## config.mk

```make
export PLATFORM = sky130hd
export DESIGN_NAME = imm_ext_queue_flat
export DESIGN_NICKNAME = d
export VERILOG_FILES = /design/src/rtl/imm_ext_queue_if.sv /design/src/rtl/imm_ext_queue.sv /design/src/flat_wrapper.sv
export SDC_FILE = /design/constraint.sdc
export NUM_CORES = 1
export LEC_CHECK = 0
export ABC_AREA = 1
export CAP_MARGIN = 20
export CORE_MARGIN = 2
export CORE_UTILIZATION = 50
export DETAILED_ROUTE_END_ITERATION = 10
export GPL_TIMING_DRIVEN = 0
export PLACE_DENSITY = 0.78
export SYNTH_ARGS = -nofsm -noshare
export SYNTH_HDL_FRONTEND = slang
export SYNTH_SLANG_ARGS = --single-unit
```

## constraint.sdc

```tcl
create_clock -name clk -period 7.3 [get_ports clk]
set_input_delay 1.46 -clock clk [delete_from_list [all_inputs] [get_ports clk]]
set_output_delay 1.46 -clock clk [all_outputs]
set_load 0.005 [all_outputs]
```

## src/rtl/imm_ext_queue_if.sv

```systemverilog
// Handshake bundle for the immediate-extension queue: producer side, consumer side,
// flush and occupancy.
interface imm_ext_queue_if #(
    parameter int IN_W  = 16,
    parameter int OUT_W = 32,
    parameter int TAG_W = 5,
    parameter int DEPTH = 2
);
    localparam int CW = $clog2(DEPTH + 1);

    logic             flush;
    logic             in_valid;
    logic             in_ready;
    logic [IN_W-1:0]  in_imm;
    logic [1:0]       in_op;
    logic [TAG_W-1:0] in_tag;
    logic             out_valid;
    logic             out_ready;
    logic [OUT_W-1:0] out_imm;
    logic [TAG_W-1:0] out_tag;
    logic [CW-1:0]    count;

    modport master (
        output flush, in_valid, in_imm, in_op, in_tag, out_ready,
        input  in_ready, out_valid, out_imm, out_tag, count
    );

    modport slave (
        input  flush, in_valid, in_imm, in_op, in_tag, out_ready,
        output in_ready, out_valid, out_imm, out_tag, count
    );
endinterface

```

## src/rtl/imm_ext_queue.sv

```systemverilog
// Buffered immediate-extension stage: extends raw immediates at push time and
// queues them with their tag in a small FIFO with valid/ready on both sides.
module imm_ext_queue #(
    parameter int IN_W  = 16,
    parameter int OUT_W = 32,
    parameter int TAG_W = 5,
    parameter int DEPTH = 2
) (
    input  logic          clk,
    input  logic          reset,
    imm_ext_queue_if.slave q
);
    localparam int PW = $clog2(DEPTH);
    localparam int CW = $clog2(DEPTH + 1);

    localparam logic [1:0] OP_ZERO      = 2'b00;
    localparam logic [1:0] OP_SIGN      = 2'b01;
    localparam logic [1:0] OP_LUI       = 2'b10;
    localparam logic [1:0] OP_SIGN_SHL2 = 2'b11;

    logic [OUT_W-1:0] mem_imm [DEPTH];
    logic [TAG_W-1:0] mem_tag [DEPTH];
    logic [PW-1:0]    rd_ptr;
    logic [PW-1:0]    wr_ptr;
    logic [CW-1:0]    count_r;
    logic [OUT_W-1:0] sign_ext;
    logic [OUT_W-1:0] ext_imm;
    logic             push;
    logic             pop;

    always_comb begin
        sign_ext = {{(OUT_W-IN_W){q.in_imm[IN_W-1]}}, q.in_imm};
        ext_imm  = '0;
        case (q.in_op)
            OP_ZERO:      ext_imm = {{(OUT_W-IN_W){1'b0}}, q.in_imm};
            OP_SIGN:      ext_imm = sign_ext;
            OP_LUI:       ext_imm = {q.in_imm, {(OUT_W-IN_W){1'b0}}};
            OP_SIGN_SHL2: ext_imm = sign_ext << 2;
            default:      ext_imm = '0;
        endcase
    end

    // Readiness looks only at the registered count, so a full queue cannot
    // accept in the same cycle it is being popped.
    assign q.in_ready  = !reset && (count_r < CW'(DEPTH));
    assign q.out_valid = (count_r != '0);
    assign q.out_imm   = q.out_valid ? mem_imm[rd_ptr] : '0;
    assign q.out_tag   = q.out_valid ? mem_tag[rd_ptr] : '0;
    assign q.count     = count_r;

    assign push = q.in_valid && q.in_ready;
    assign pop  = q.out_valid && q.out_ready;

    // Storage has no reset; only pointers and count qualify its contents.
    always_ff @(posedge clk) begin
        if (push && !q.flush) begin
            mem_imm[wr_ptr] <= ext_imm;
            mem_tag[wr_ptr] <= q.in_tag;
        end
    end

    always_ff @(posedge clk or posedge reset) begin
        if (reset) begin
            rd_ptr  <= '0;
            wr_ptr  <= '0;
            count_r <= '0;
        end else if (q.flush) begin
            rd_ptr  <= '0;
            wr_ptr  <= '0;
            count_r <= '0;
        end else begin
            if (push)
                wr_ptr <= wr_ptr + PW'(1);
            if (pop)
                rd_ptr <= rd_ptr + PW'(1);
            case ({push, pop})
                2'b10:   count_r <= count_r + CW'(1);
                2'b01:   count_r <= count_r - CW'(1);
                default: count_r <= count_r;
            endcase
        end
    end
endmodule

```

## src/flat_wrapper.sv

```systemverilog
// flat-port wrapper written by rule: the top's interface ports become plain ports
module imm_ext_queue_flat 
#(
    parameter int IN_W  = 16,
    parameter int OUT_W = 32,
    parameter int TAG_W = 5,
    parameter int DEPTH = 2
)
  (clk, reset, q_flush, q_in_valid, q_in_imm, q_in_op, q_in_tag, q_out_ready, q_in_ready, q_out_valid, q_out_imm, q_out_tag, q_count);
  imm_ext_queue_if #(.IN_W(IN_W), .OUT_W(OUT_W), .TAG_W(TAG_W), .DEPTH(DEPTH)) q_i ();
  input  logic clk;
  input  logic reset;
  input wire logic [$bits(q_i.flush)-1:0] q_flush;
  input wire logic [$bits(q_i.in_valid)-1:0] q_in_valid;
  input wire logic [$bits(q_i.in_imm)-1:0] q_in_imm;
  input wire logic [$bits(q_i.in_op)-1:0] q_in_op;
  input wire logic [$bits(q_i.in_tag)-1:0] q_in_tag;
  input wire logic [$bits(q_i.out_ready)-1:0] q_out_ready;
  output wire logic [$bits(q_i.in_ready)-1:0] q_in_ready;
  output wire logic [$bits(q_i.out_valid)-1:0] q_out_valid;
  output wire logic [$bits(q_i.out_imm)-1:0] q_out_imm;
  output wire logic [$bits(q_i.out_tag)-1:0] q_out_tag;
  output wire logic [$bits(q_i.count)-1:0] q_count;
  assign q_i.flush = q_flush;
  assign q_i.in_valid = q_in_valid;
  assign q_i.in_imm = q_in_imm;
  assign q_i.in_op = q_in_op;
  assign q_i.in_tag = q_in_tag;
  assign q_i.out_ready = q_out_ready;
  assign q_in_ready = q_i.in_ready;
  assign q_out_valid = q_i.out_valid;
  assign q_out_imm = q_i.out_imm;
  assign q_out_tag = q_i.out_tag;
  assign q_count = q_i.count;
  imm_ext_queue #(.IN_W(IN_W), .OUT_W(OUT_W), .TAG_W(TAG_W), .DEPTH(DEPTH)) u_core (.clk(clk), .reset(reset), .q(q_i));
endmodule
```

* Word-level counts from Yosys, hierarchy flattened
Memory sizes are Yosys's and may differ from the RTL's.
Index checks and enable logic that the tools add are counted.
** Word-level totals
- Input port bits :: 28
- Output and inout bits :: 41
- Bits in writable memories :: 74
- Register bits after elaboration :: 4
- Memories :: 2
** Cells by class
- Equal/unequal tests :: 5
- Muxes and demuxes :: 11
- $lt $le $gt $ge :: 1
- Reductions and logical operators :: 11
- $add $sub $neg :: 4
** Memory list
- u_core.mem_imm :: depth 2, width 32, rd ports 1, clocked after Yosys merged registers in 0, write ports 1, line imm_ext_queue.sv:21 : logic [OUT_W-1:0] mem_imm [DEPTH];
- u_core.mem_tag :: depth 2, width 5, rd ports 1, clocked after Yosys merged registers in 0, write ports 1, line imm_ext_queue.sv:22 : logic [TAG_W-1:0] mem_tag [DEPTH];
** Operator list (number)
- $pmux W32 S4 :: 1
- $mux W32 :: 1
- $eq A2 B2 Y1 const B :: 3
- $mux W1 :: 6
- $reduce_bool A2 Y1 :: 3
- $mux W5 :: 1
- $eq A2 B1 Y1 const B :: 2
- $logic_and A1 B1 Y1 :: 4
- $pmux W2 S2 :: 1
- $reduce_bool A3 Y1 :: 1
- $add A1 B1 Y1 const B :: 2
- $add A2 B1 Y2 const B :: 1
- $logic_not A1 Y1 :: 2
- $logic_not A2 Y1 :: 1
- $lt A2 B2 Y1 const B :: 1
- $mux W2 :: 1
- $sub A2 B1 Y2 const B :: 1

* Depth between registers and ports, before layout
- Depth in word-level cells :: 6
- Depth in mapped cells :: 7

* Worst setup path after synthesis
Ideal clock, no wire load.
- Path type :: in2reg
- Start point :: in reset
- End point :: mem u_core.mem_imm[1][0], enable pin
- Library setup time :: 0.431 ns
- Cell stages on the path :: 5
- Setup slack :: 3.413 ns
- Data required time :: 6.869 ns
- Arrival time :: 3.456 ns
- Cell sequence :: inv_1 > nand2_2 > nor2_4 > nand2_1 > nor2_1
** On the way
- Longest elaborated chain between the ends :: 6
** Ends and longest elaborated chain
- from (decl) :: line flat_wrapper.sv:12 : input logic reset;
- $logic_not A1 Y1 :: line imm_ext_queue.sv:45 : assign q.in_ready = !reset && (count_r < CW'(DEPTH));
- $logic_and A1 B1 Y1 :: line imm_ext_queue.sv:45
- $logic_and A1 B1 Y1 :: line imm_ext_queue.sv:51 : assign push = q.in_valid && q.in_ready;
- $logic_and A1 B1 Y1 :: line imm_ext_queue.sv:56 : if (push && !q.flush) begin
- $mux W1 :: line imm_ext_queue.sv:56
- $mux W1 (not written as such) :: line imm_ext_queue.sv:57 : mem_imm[wr_ptr] <= ext_imm;
- to (decl) :: line imm_ext_queue.sv:21
Every way passes these cells.

* Worst setup path after layout
- Start point :: in reset
- End point :: out q_in_ready
** On the way
- Longest elaborated chain between the ends :: 2
** Ends and longest elaborated chain
- $logic_not A1 Y1 :: line imm_ext_queue.sv:45
- $logic_and A1 B1 Y1 :: line imm_ext_queue.sv:45
- to (decl) :: line flat_wrapper.sv:19 : output wire logic [$bits(q_i.in_ready)-1:0] q_in_ready;
Every way passes these cells.

==> flow_summary.yaml <==
yosys:
  yosys.area_share.simple_pct: 13.1
  synth.top_cells.by_area: "edfxtp_1 (66%), nand2_1 (9.5%), a21oi_1 (5.2%)"
  synth_top_cell_area_share_pct: 65.8
  yosys.area.top_type: "edfxtp_1"
  synth.avg_cell_area_sq_um: 11.3
  synth_top_family_by_area: "simple AND/OR/NAND/NOR gates"
  yosys_warnings: 0
  netlist_area_sq_um: 3380
  synth_cells: 298
  synthXorXnorAreaFrac_pct: 0
  ys_types: 23
  muxShareOfSynthArea_pct: 0
  synth_seq_cells: 78
  synthAdderAreaFrac_pct: 0
  synth_nets: 326
  yosysSeqAreaShare_pct: 68.8
  synth_compound_area_share_pct: 11.6
die:
  dieArea_sq_um: 7420
  chipHeight_microns: 86.2
  core_sq_um: 6420
  initial_utilization_pct: 52.6
  die_w_microns: 86.2
  ios: 69
  std_cell_rows: 29
sta:
  finClkSkew_ns: 0.00616
  fmax_mhz: 239
  final.period_utilization_pct: 57.3
  rsz0062_at_grt: "no"
  final.setup.tns_ns: 0
  finalHoldViolCount: 0
  slew_violations: 0
  max_slew_margin_pct: 65.7
  min_period_ns: 4.18
  layout_setup_ws_ns: 3.12
  tightest_slew_ns: 0.513
  setup_viol: 0
place:
  port_buffers: 68
  dp_hpwl_microns: 5270
  preCtsSetupSlack_ns: 3.10
  gp_congestion: 0.874
layout:
  area_delta_synth_final_pct: 29.6
  fill_cells: 494
  final_common_cell: "nand2_1"
  drive_gt1_share_pct: 12.2
  finish.net_count: 407
  diodes: 0
  layout_common_cells: "nand2_1 (85), edfxtp_1 (74), clkdlybuf4s50_1 (68)"
  fin_util_pct: 68.1
clock_tree:
  clk_pin_slew_ns: 0.07
  cts.sinks: 78
  ctsResizeCount: 0
  cts_hold_buf: 0
  postCtsSetupBuffers: 0
  insertion_delay_ns: 0.34
  cts_buffers: 9
  cts_root_buf: "clkbuf_8"
  cts_htree_levels: 3
  clock_path_buffers: 2
  cts_tree: "done"
grt:
  grt_pass1_vias: 2413
  grt-ovfl-total: 0
  track_usage_pct: 21.1
  grt_max_degree: 26
  grt_pass1_wl_microns: 11600
  grt_antenna_before_repair: 0
power_and_ir_drop:
  max-vdd-ir-drop_mv: 0.131
  power_density_nw_per_um2: 226
  power_frac_seq_pct: 51.8
  switchingPower_uw: 261
  internal_power_uw: 726
  swShare_pct: 26.4
  clkPwrFrac_pct: 27.5
  power_uw: 986
  leakage_nw: 1.61
  combPwrFrac_pct: 20.6
routing:
  drc: 0
  wl_per_cell_microns: 16.5
  first_iter_violations: 169
  finalWirelength_microns: 7610
  vias: 2474
  ant_nets: 0
  dr.pass1.iters: 4
  vias_per_cell: 5.37
worst_setup_path:
  path_max_fanout: 6
  start_kind: "input pin"
  crit_required_ns: 5.84
  critPathKind: "in -> out"
  cp-end-kind: "output pin"
  arrival_ns: 2.72
status:
  status: "complete, no violations"
run:
  drv_cap: 0
hold_path:
  hold_path.class: "reg -> reg"
[worst max-delay path, stage by stage]
cell             delay [ns]
clkdlybuf4s50_1        0.40
inv_1                  0.20
nand2_2                0.11
inv_1                  0.06
clkdlybuf4s50_1        0.49
[power by group through the flow]
stage | sequential (mW) | combinational (mW) | clock (mW)
after floorplan | 0.521 | 0.0972 | 0
after global placement | 0.521 | 0.196 | 0
after detailed placement | 0.521 | 0.203 | 0
after CTS | 0.511 | 0.204 | 0.277
after global routing | 0.512 | 0.220 | 0.295
final | 0.511 | 0.204 | 0.272
[worst paths after layout]
check / start / end / slack (ns) / cells past startpoint
worst max register to register: u_core.q.count[1]$_DFFE_PP0P_ / u_core.mem_imm[1][23]$_DFFE_PP_ / 5.41 / 6
min in group asynchronous: reset / u_core.rd_ptr$_DFFE_PP0P_ / 1.34 / 2
worst min-delay path: u_core.wr_ptr$_DFFE_PP0P_ / u_core.wr_ptr$_DFFE_PP0P_ / 0.60 / 1
worst min register to register: u_core.wr_ptr$_DFFE_PP0P_ / u_core.wr_ptr$_DFFE_PP0P_ / 0.60 / 1
max in group asynchronous: reset / u_core.wr_ptr$_DFFE_PP0P_ / 5.76 / 2
worst max-delay path: reset / q_in_ready / 3.12 / 5
[cell families (layout without fill, tap and decap cells)]
| kind of cell | count (synthesis) | in the layout |
|---|---|---|
| compound gates | 71 | 71 |
| flops | 78 | 78 |
| buf+inv | 44 | 130 |
| simple gates | 105 | 105 |
[cell type report]
class / instances / area [sq um] / share of cell area, %
Sequential cell: 78 / 2320 / 53.1
Multi-Input combinational cell: 176 / 848 / 19.4
Timing Repair Buffer: 70 / 721 / 16.5
Clock buffer: 10 / 128 / 2.92
Buffer: 17 / 119 / 2.72
Inverter: 27 / 101 / 2.32
Tap cell: 77 / 96.3 / 2.20
Clock inverter: 6 / 38.8 / 0.887
[metrics by stage]
step	instances	hold slack, ns	area [sq um]
finish	461	0.597	4370
global route	461	0.648	4370
CTS	461	0.598	4370
detailed placement	445	0.590	4210
global placement	443	0.501	4150
floorplan	298	0.481	3380
[registers in the layout, summed over array words and instances, names as in the netlist]
| register | cells |
|---|---|
| u_core.rd_ptr | 1 |
| u_core.q.count | 2 |
| u_core.mem_tag | 10 |
| u_core.mem_imm | 64 |
| u_core.wr_ptr | 1 |
[synthesized netlist by cell type (all sizes together)]
cell / n
nand3: 2
nand4: 2
nand2: 90
a21oi: 39
clkbuf: 2
nor2: 11
o21ai: 17
o221ai: 1
dfrtp: 4
edfxtp: 74
o22ai: 14
buf: 15
inv: 27
[per-layer routing]
layer	GRT usage (%)	wire, microns	vias up
li1	-	-	1190
met1	27.0	3110	1153
met2	34.4	3780	113
met3	4.43	538	18
met4	10.1	188	0
met5	0	0	-
No activity file was read; power rests on OpenSTA's default activity.
